`config.mk`:
```
export PLATFORM = sky130hd
export DESIGN_NAME = sprite_motion_ctrl
export DESIGN_NICKNAME = d
export VERILOG_FILES = /design/src/rtl/sprite_pkg.sv /design/src/rtl/frame_tick_gen.sv /design/src/rtl/sprite_motion_ctrl.sv
export SDC_FILE = /design/constraint.sdc
export NUM_CORES = 1
export LEC_CHECK = 0
export CORE_ASPECT_RATIO = 2
export CORE_UTILIZATION = 30
export CTS_CLUSTER_SIZE = 40
export DETAILED_ROUTE_END_ITERATION = 16
export SLEW_MARGIN = 20
export SYNTH_ARGS = -nofsm -noshare
export SYNTH_HDL_FRONTEND = slang
export SYNTH_SLANG_ARGS = --single-unit
```
`constraint.sdc`:
```
create_clock -name Clock -period 3.4 [get_ports Clock]
set_input_delay 0.34 -clock Clock [delete_from_list [all_inputs] [get_ports Clock]]
set_output_delay 0.34 -clock Clock [all_outputs]
set_load 0.05 [all_outputs]
```
`src/rtl/sprite_pkg.sv`:
```
// Purpose: shared constants, state encoding and per-axis move helpers for sprite motion.
// Latency: n/a (types, constants and pure functions only).
// Backpressure: n/a.
// Contents: default screen/sprite sizes, FSM encoding, button bit indices, clamp/move functions.
package sprite_pkg;

  localparam int DEF_SCREEN_W = 640;
  localparam int DEF_SCREEN_H = 480;
  localparam int DEF_SPRITE_W = 16;
  localparam int DEF_SPRITE_H = 16;

  typedef enum logic {
    S_MANUAL = 1'b0,
    S_AUTO   = 1'b1
  } motionState_t;

  // Bit positions inside the {up,down,left,right} button bus.
  localparam int BTN_UP    = 3;
  localparam int BTN_DOWN  = 2;
  localparam int BTN_LEFT  = 1;
  localparam int BTN_RIGHT = 0;

  // Result of one bounce step on a single axis.
  typedef struct packed {
    logic       flip;  // direction must be inverted
    logic [9:0] pos;   // clamped new coordinate
  } axisMove_t;

  // Saturate a signed intermediate into [0, maxVal]; never wraps.
  function automatic logic [9:0] clampAxis(input logic signed [10:0] val,
                                           input logic signed [10:0] maxVal);
    if (val < 11'sd0) begin
      return 10'd0;
    end else if (val > maxVal) begin
      return maxVal[9:0];
    end else begin
      return val[9:0];
    end
  endfunction

  // Button-driven step: opposing buttons cancel each other.
  function automatic logic [9:0] manualAxis(input logic [9:0]         pos,
                                            input logic               dec,
                                            input logic               inc,
                                            input logic signed [10:0] step,
                                            input logic signed [10:0] maxVal);
    logic signed [10:0] sum;
    sum = signed'({1'b0, pos});
    if (inc && !dec) begin
      sum = sum + step;
    end else if (dec && !inc) begin
      sum = sum - step;
    end
    return clampAxis(sum, maxVal);
  endfunction

  // Bounce step: dirNeg=0 moves towards maxVal, dirNeg=1 towards 0.
  // Touching either edge (inclusive) clamps and requests a direction flip.
  function automatic axisMove_t bounceAxis(input logic [9:0]         pos,
                                           input logic               dirNeg,
                                           input logic signed [10:0] step,
                                           input logic signed [10:0] maxVal);
    logic signed [10:0] sum;
    axisMove_t          res;
    sum      = signed'({1'b0, pos}) + (dirNeg ? -step : step);
    res.pos  = clampAxis(sum, maxVal);
    res.flip = (sum <= 11'sd0) || (sum >= maxVal);
    return res;
  endfunction

endpackage

```
`src/rtl/frame_tick_gen.sv`:
```
// Purpose: detects the end of the visible frame from VGA counters and divides frames into updates.
// Latency: oUpdate is combinational in the cycle the frame-end condition first appears; oTick follows one cycle later.
// Backpressure: none; counters may hold a value for many cycles, the edge detector still yields one event per frame.
// Ports: Clock, Reset (sync, active-high), iColumnCount/iRowCount (VGA counters), oTick (1-cycle pulse), oUpdate (position-update strobe).
module frame_tick_gen
  import sprite_pkg::*;
#(
  parameter int SCREEN_H  = DEF_SCREEN_H,
  parameter int FRAME_DIV = 1
) (
  input  logic       Clock,
  input  logic       Reset,
  input  logic [9:0] iColumnCount,
  input  logic [9:0] iRowCount,
  output logic       oTick,
  output logic       oUpdate
);

  localparam logic [3:0] DIV_LAST = 4'(FRAME_DIV - 1);

  logic       frameEnd;
  logic       condPrev;
  logic       tickEvent;
  logic       tickQ;
  logic [3:0] divCnt;

  assign frameEnd  = (iRowCount == 10'(SCREEN_H)) && (iColumnCount == 10'd0);
  // condPrev resets to 1 so a condition already present at reset release is not an edge.
  assign tickEvent = frameEnd && !condPrev;
  assign oUpdate   = tickEvent && (divCnt == DIV_LAST);
  assign oTick     = tickQ;

  always_ff @(posedge Clock) begin
    if (Reset) begin
      condPrev <= 1'b1;
      tickQ    <= 1'b0;
      divCnt   <= 4'd0;
    end else begin
      condPrev <= frameEnd;
      tickQ    <= tickEvent;
      if (tickEvent) begin
        divCnt <= (divCnt == DIV_LAST) ? 4'd0 : divCnt + 4'd1;
      end
    end
  end

endmodule

```
`src/rtl/sprite_motion_ctrl.sv`:
```
// Purpose: moves a sprite once per (divided) frame during vertical blanking, manual via buttons or auto-bounce.
// Latency: position registers change on the same edge that raises oFrameTick; buttons see 2 cycles of sync delay.
// Backpressure: none; outputs are held steady between updates so the downstream renderer never tears.
// Ports: Clock, Reset, iColumnCount/iRowCount (VGA counters), iButtons {up,down,left,right}, iAutoMode,
//        oPosX/oPosY (sprite top-left), oEnable (visible after first frame), oFrameTick (frame-end pulse).
module sprite_motion_ctrl
  import sprite_pkg::*;
#(
  parameter int SCREEN_W  = DEF_SCREEN_W,
  parameter int SCREEN_H  = DEF_SCREEN_H,
  parameter int SPRITE_W  = DEF_SPRITE_W,
  parameter int SPRITE_H  = DEF_SPRITE_H,
  parameter int STEP      = 2,
  parameter int FRAME_DIV = 1,
  parameter int INIT_X    = 312,
  parameter int INIT_Y    = 232
) (
  input  logic       Clock,
  input  logic       Reset,
  input  logic [9:0] iColumnCount,
  input  logic [9:0] iRowCount,
  input  logic [3:0] iButtons,
  input  logic       iAutoMode,
  output logic [9:0] oPosX,
  output logic [9:0] oPosY,
  output logic       oEnable,
  output logic       oFrameTick
);

  localparam logic signed [10:0] MAX_X  = 11'(SCREEN_W - SPRITE_W);
  localparam logic signed [10:0] MAX_Y  = 11'(SCREEN_H - SPRITE_H);
  localparam logic signed [10:0] STEP_S = 11'(STEP);
  localparam logic [9:0]         INIT_X_V = 10'(INIT_X);
  localparam logic [9:0]         INIT_Y_V = 10'(INIT_Y);

  logic tick;
  logic update;

  frame_tick_gen #(
    .SCREEN_H  (SCREEN_H),
    .FRAME_DIV (FRAME_DIV)
  ) uFrameTick (
    .Clock        (Clock),
    .Reset        (Reset),
    .iColumnCount (iColumnCount),
    .iRowCount    (iRowCount),
    .oTick        (tick),
    .oUpdate      (update)
  );

  // Two-flop synchroniser for the asynchronous push-buttons.
  logic [3:0] btnMeta;
  logic [3:0] btnSync;

  always_ff @(posedge Clock) begin
    if (Reset) begin
      btnMeta <= 4'd0;
      btnSync <= 4'd0;
    end else begin
      btnMeta <= iButtons;
      btnSync <= btnMeta;
    end
  end

  motionState_t state;
  motionState_t stateNext;
  logic [9:0]   posX;
  logic [9:0]   posY;
  logic [9:0]   nextX;
  logic [9:0]   nextY;
  // Direction flags: 0 = increasing coordinate, 1 = decreasing.
  logic         dirX;
  logic         dirY;
  logic         nextDirX;
  logic         nextDirY;
  axisMove_t    moveX;
  axisMove_t    moveY;
  logic         enableQ;

  // Mode only switches at an update; the move on that update still uses the old mode.
  always_ff @(posedge Clock) begin
    if (Reset) begin
      state <= S_MANUAL;
    end else if (update) begin
      state <= stateNext;
    end
  end

  always_comb begin
    stateNext = iAutoMode ? S_AUTO : S_MANUAL;
    nextX     = posX;
    nextY     = posY;
    nextDirX  = dirX;
    nextDirY  = dirY;
    moveX     = bounceAxis(posX, dirX, STEP_S, MAX_X);
    moveY     = bounceAxis(posY, dirY, STEP_S, MAX_Y);
    case (state)
      S_MANUAL: begin
        nextX = manualAxis(posX, btnSync[BTN_LEFT], btnSync[BTN_RIGHT], STEP_S, MAX_X);
        nextY = manualAxis(posY, btnSync[BTN_UP], btnSync[BTN_DOWN], STEP_S, MAX_Y);
      end
      S_AUTO: begin
        nextX    = moveX.pos;
        nextY    = moveY.pos;
        nextDirX = dirX ^ moveX.flip;
        nextDirY = dirY ^ moveY.flip;
      end
      default: begin
      end
    endcase
  end

  always_ff @(posedge Clock) begin
    if (Reset) begin
      posX    <= INIT_X_V;
      posY    <= INIT_Y_V;
      dirX    <= 1'b0;
      dirY    <= 1'b0;
      enableQ <= 1'b0;
    end else begin
      if (update) begin
        posX <= nextX;
        posY <= nextY;
        dirX <= nextDirX;
        dirY <= nextDirY;
      end
      enableQ <= enableQ | tick;
    end
  end

  // Enable rises together with the first tick pulse and latches thereafter.
  assign oEnable    = enableQ | tick;
  assign oFrameTick = tick;
  assign oPosX      = posX;
  assign oPosY      = posY;

endmodule
```
* Word level (Yosys, flattened, before mapping)
Cells that the tools add are included.
** Storage, ports and cells
- Word-level logic and storage cells :: 72
- Output and inout port bits :: 22
- Bits in registers :: 38
** Operators by class
- Reductions and logical operators :: 17
- Mux-type cells :: 20
- $add $sub $neg :: 7
- Equal/unequal tests :: 1
- Bitwise logic cells :: 4
- Order comparisons :: 12
** Operators with widths (count)
- $mux 11 :: 8
- $mux 10 :: 8
- $lt 11x1->1 const B :: 4
- $pmux 10 s2 :: 2
- $add 10x2->11 const B :: 2
- $add 11x11->11 :: 2
- $gt 11x10->1 const B :: 2
- $gt 11x11->1 const B :: 2
- $le 11x1->1 const B :: 2
- $sub 10x2->11 const B :: 2
- $ge 11x10->1 const B :: 1
- $ge 11x11->1 const B :: 1
- $eq 10x9->1 const B :: 1
- $logic_not 10->1 :: 1
- $logic_and 1x1->1 :: 7
- $logic_not 1->1 :: 5
- $add 4x1->4 const B :: 1
- $logic_not 4->1 :: 1
- $mux 4 :: 1
- $logic_or 1x1->1 :: 2
- $reduce_and 2->1 :: 1
- $xor 1x1->1 :: 2
- $mux 1 :: 1
- $not 1->1 :: 1
- $or 1x1->1 :: 1

* Longest topological paths before layout
- Depth in word-level cells :: 9
- Gate-level depth with buffers :: 10

* Hierarchy
From an unflattened synthesis, not the netlist that was laid out.
** Second synthesis, totals
- Cells, all modules :: 449
- Area, all modules :: 3647.2 um^2
** Modules (own cells, without submodules)
- sprite_motion_ctrl :: cells an instance 410, times used 1, area an instance 3241.9 um^2
- frame_tick_gen :: cells an instance 39, times used 1, area an instance 405.4 um^2

* Worst setup path after synthesis
Ideal clock, no wire load.
- Path type :: flip-flop to flip-flop
- Start :: reg posX[2] (netlist: oPosX[2])
- End :: reg dirX
- Clock period less this slack :: 2917 ps
- Stages on the path, launching flop included :: 9
- Required time :: 3326 ps
- Data arrival time :: 2843 ps
- Slack :: 483 ps
- Cell sequence :: dfxtp_1 ha_1 a21oi_4 o2111a_2 xnor2_1 or4_1 or3_1 a211o_1 a31oi_1
** On the way
- Cells in the longest elaborated chain, start to end :: 4
** RTL lines
- start, declared :: RTL line sprite_motion_ctrl.sv:67 : logic [9:0] posX;
- start signal, assigned :: RTL line sprite_motion_ctrl.sv:122 : posX <= nextX;
- $add 11x11->11 * :: RTL line sprite_pkg.sv:65 : sum = signed'({1'b0, pos}) + (dirNeg ? -step : step);
- $le 11x1->1 or $ge 11x11->1 (tied branches) :: RTL line sprite_pkg.sv:67 : res.flip = (sum <= 11'sd0) || (sum >= maxVal);
- $logic_or 1x1->1 * :: RTL line sprite_pkg.sv:67
- $xor 1x1->1 * :: RTL line sprite_motion_ctrl.sv:105 : nextDirX = dirX ^ moveX.flip;
- end signal, assigned :: RTL line sprite_motion_ctrl.sv:124 : dirX <= nextDirX;
- end, declared :: RTL line sprite_motion_ctrl.sv:72 : logic dirX;
Every way passes the cells marked *; elsewhere a longest branch is shown, timed or not.
A chain may end at the register's enable or synchronous reset.

* Worst setup path after layout
- Start :: reg posY[1] (netlist: oPosY[1])
- End :: reg posY[4] (netlist: oPosY[4])
** On the way
- Cells in the longest elaborated chain, start to end :: 8
** RTL lines
- start, declared :: RTL line sprite_motion_ctrl.sv:68 : logic [9:0] posY;
- start signal, assigned :: RTL line sprite_motion_ctrl.sv:123 : posY <= nextY;
- $sub 10x2->11 :: RTL line sprite_pkg.sv:52 : sum = sum - step;
- $mux 11 :: RTL line sprite_pkg.sv:51 : end else if (dec && !inc) begin
- $mux 11 :: RTL line sprite_pkg.sv:49 : if (inc && !dec) begin
- $mux 11 :: RTL line sprite_motion_ctrl.sv:97 : case (state)
- $gt 11x10->1 :: RTL line sprite_pkg.sv:34 : end else if (val > maxVal) begin
- $mux 10 :: RTL line sprite_pkg.sv:34
- $mux 10 :: RTL line sprite_pkg.sv:32 : if (val < 11'sd0) begin
- $pmux 10 s2 * :: RTL line sprite_motion_ctrl.sv:97
Every way passes the cells marked *; elsewhere a longest branch is shown, timed or not. The select of a mux whose other input is x is not followed.

==> flow_summary.yaml <==
job:
  drv_cap: 0
route:
  routedWlPerCell_um: 18.2
  via_per_inst: 5.72
  drc: 0
  antenna_left: 0
  dr_wl_met2_um: 6720
  vias: 3719
  firstDrtPassIters: 4
  wl_met1_um: 3980
  wl_um: 11800
  dr.max_layer_used: "met4"
  wl_met3_um: 374
  drt_iter0_markers: 125
timing:
  rsz0062_at_grt: "no"
  drv_slew: 0
  min_period_over_period: 0.928
  finalSetupTns_ns: 0
  fmax_ghz: 0.317
  setup_viol: 0
  fin_skew_ns: 0.00746
  max_slew_margin: 0.485
  finalHoldViolCount: 0
  worstMarginPinSlew_ns: 0.769
  period_needed_ns: 3.15
placed_design:
  dp_cells: 642
  post-dp-hpwl_um: 9340
  portBuffers: 46
  gp_congestion: 0.909
global_routing:
  grt_pass1_vias: 3776
  grt_pass1_wl_um: 18500
  antenna_found_initial: 0
  grt.total_usage: 0.195
  grt_max_degree: 22
  overflow: 0
finish:
  fillers: 1241
  nNetsFinal: 555
  drive_gt1_frac: 0.0970
  register_area_um2: 721
  layout-area-overhead-vs-synth_pct: 23.5
  diodes: 0
  final_cell_mix: "46 x clkdlybuf4s50_1, 41 x nor2_1, 36 x dfxtp_1, 30 x nand2_1, 26 x o21ai_0"
  multi_input_area_mm2: 0.00271
  instances_no_fill: 650
  layout_commonest_cell: "clkdlybuf4s50_1"
power_and_ir_drop:
  powerDensity_mw_per_mm2: 226
  p_leak_nw: 1.70
  combPwrFrac: 0.073
  power.switching_w: 0.000234
  p_clk_frac: 0.491
  intPower_w: 0.000760
  netSwitchingFraction: 0.235
  power_frac_seq: 0.435
  ir_worst_vdd_mv: 0.246
synth:
  synth_seq_cells: 36
  ys_seq_area_frac: 0.202
  ys.warnings.count: 0
  netlist-cell-type-count: 79
  synth-main-ff-cell: "dfxtp_1"
  netlist_instances: 451
  synthArstFlopShare: 0
  postSynthAreaPerCell_um2: 7.89
  synth_area_mm2: 0.00356
  synth_edf_count: 0
floorplan:
  die_w_um: 79.0
  core-area_mm2: 0.0116
  dieHeight_um: 156
  start_util: 0.306
  io_pins: 49
  die-area_mm2: 0.0123
  std_cell_rows: 56
worst_setup_path:
  crit_chain: "fa_1, a211oi_1, o21ai_1, a21o_1, a211o_1, and2_1, o311ai_0, nand3_1"
  critPathMaxFanout: 11
  cp-startpoint: "oPosY[1]"
  reg2reg_depth: 8
  crit_arrival_ns: 3.30
  cpPeakStageDelay_ns: 0.57
  cp_data_required_time_ns: 3.54
  ff2ff_setup_slack_ns: 0.25
  cp_slowest_cell: "o311ai_0"
  cp-end-kind: "flop"
  r2r_end: "oPosY[4]"
  crit_type: "reg -> reg"
  worstSetupStartpointType: "flop"
  r2r_start: "oPosY[1]"
hold_path:
  hold_path_end: "btnSync[0]"
  hp-class: "reg -> reg"
  hold_start: "btnMeta[0]"
  holdPathStages: 1
clocking:
  cts_max_path_buffers: 2
  cts_setup_buffers: 0
  cts_made_buffers: 5
  clk_pin_slew_ns: 0.06
  clock_latency_ns: 0.29
  postCtsResizedCells: 0
  clkSinkCount: 36
  clockRootBuffer: "clkbuf_16"
  h-tree-depth: 2
  cts_tree: "built"
  cts_hold_buf: 0
run_status:
  status: "completed"
==> layout make-up <==
type	count	share of cell area
tap	145	0.0413
timing repair buffer	62	0.132
sequential	36	0.164
inverter	14	0.0120
clock buffer	6	0.0316
multi-input combinational	385	0.616
clock inverter	2	0.00342
==> metal layers <==
metal,up-vias,track usage
met5,-,0
met4,0,0.141
met3,39,0.0257
met2,94,0.390
met1,1766,0.168
li1,1820,-
==> stage by stage <==
stage          setup slack [ns]  cell area [µm²]  hold slack [ns]  power [W]  utilization
2_1_floorplan             0.483             3560            0.414   0.000475            -
3_3_place_gp              0.356             4240            0.418   0.000513        0.365
5_1_grt                   0.165             4400            0.454    0.00102        0.378
6_report                  0.246             4400            0.435   0.000994        0.378
4_1_cts                   0.305             4400            0.438    0.00100        0.378
3_5_place_dp              0.343             4240            0.421   0.000515        0.365
==> synthesized netlist by cell type (6+ instances only) <==
library cell   n  area share
xor2_1        14       0.034
o21a_1         6       0.013
nand2b_1       6       0.011
dfxtp_1       36        0.20
nor4_1         7       0.012
inv_1         14       0.015
a21o_1         7       0.015
o21ai_0       26       0.037
xnor2_1       14       0.034
clkbuf_1      10       0.011
nor3_1        13       0.018
a21oi_1       18       0.025
and2_1         7       0.012
ha_1          22       0.077
nor2_1        41       0.043
nor2b_1       17       0.030
or3_1          6       0.011
nand3_1       15       0.021
a31oi_1        7       0.012
nand2_1       30       0.032
o211ai_1       8       0.017
==> worst max path at each step <==
| stage | to |
|---|---|
| 6_report | oPosY[4] |
| 5_1_grt | oPosY[4] |
| 4_1_cts | oPosY[4] |
| 3_3_place_gp | oPosY[4] |
| 2_1_floorplan | dirX |
| 3_5_place_dp | oPosY[4] |
==> critical path, delay by kind of cell (launching register included) <==
| family | cells | cell delay, ns |
|---|---|---|
| DFF | 1 | 0.46 |
| and+or+nand+nor | 2 | 0.33 |
| adders and majority gates | 1 | 0.54 |
| AOI/OAI and AO/OA | 5 | 1.67 |
==> state kept, by name, indices dropped and copies added, names as in the netlist, 4 cells and up <==
name	cells
oPosY	9
uFrameTick.divCnt	4
btnMeta	4
btnSync	4
oPosX	9
==> kinds of logic after synthesis <==
group                      Yosys count  synth area share
and+or+nand+nor                    196             0.322
AOI/OAI and AO/OA                  130             0.264
DFF                                 36             0.202
buffers and inverters               31            0.0383
xor gates and xnor gates            28            0.0689
adders and majority gates           24            0.0886
muxes                                5            0.0144
other                                1           0.00105
==> power groups by stage <==
| stage | Combinational (W) | Clock, W | Sequential [W] |
|---|---|---|---|
| after floorplan | 0.0000361 | 0 | 0.000439 |
| after global placement | 0.0000715 | 0 | 0.000442 |
| after detailed placement | 0.0000725 | 0 | 0.000442 |
| after CTS | 0.0000728 | 0.000496 | 0.000433 |
| after global routing | 0.0000789 | 0.000508 | 0.000433 |
| final | 0.0000730 | 0.000488 | 0.000433 |
(Power assumes the default switching activity.)
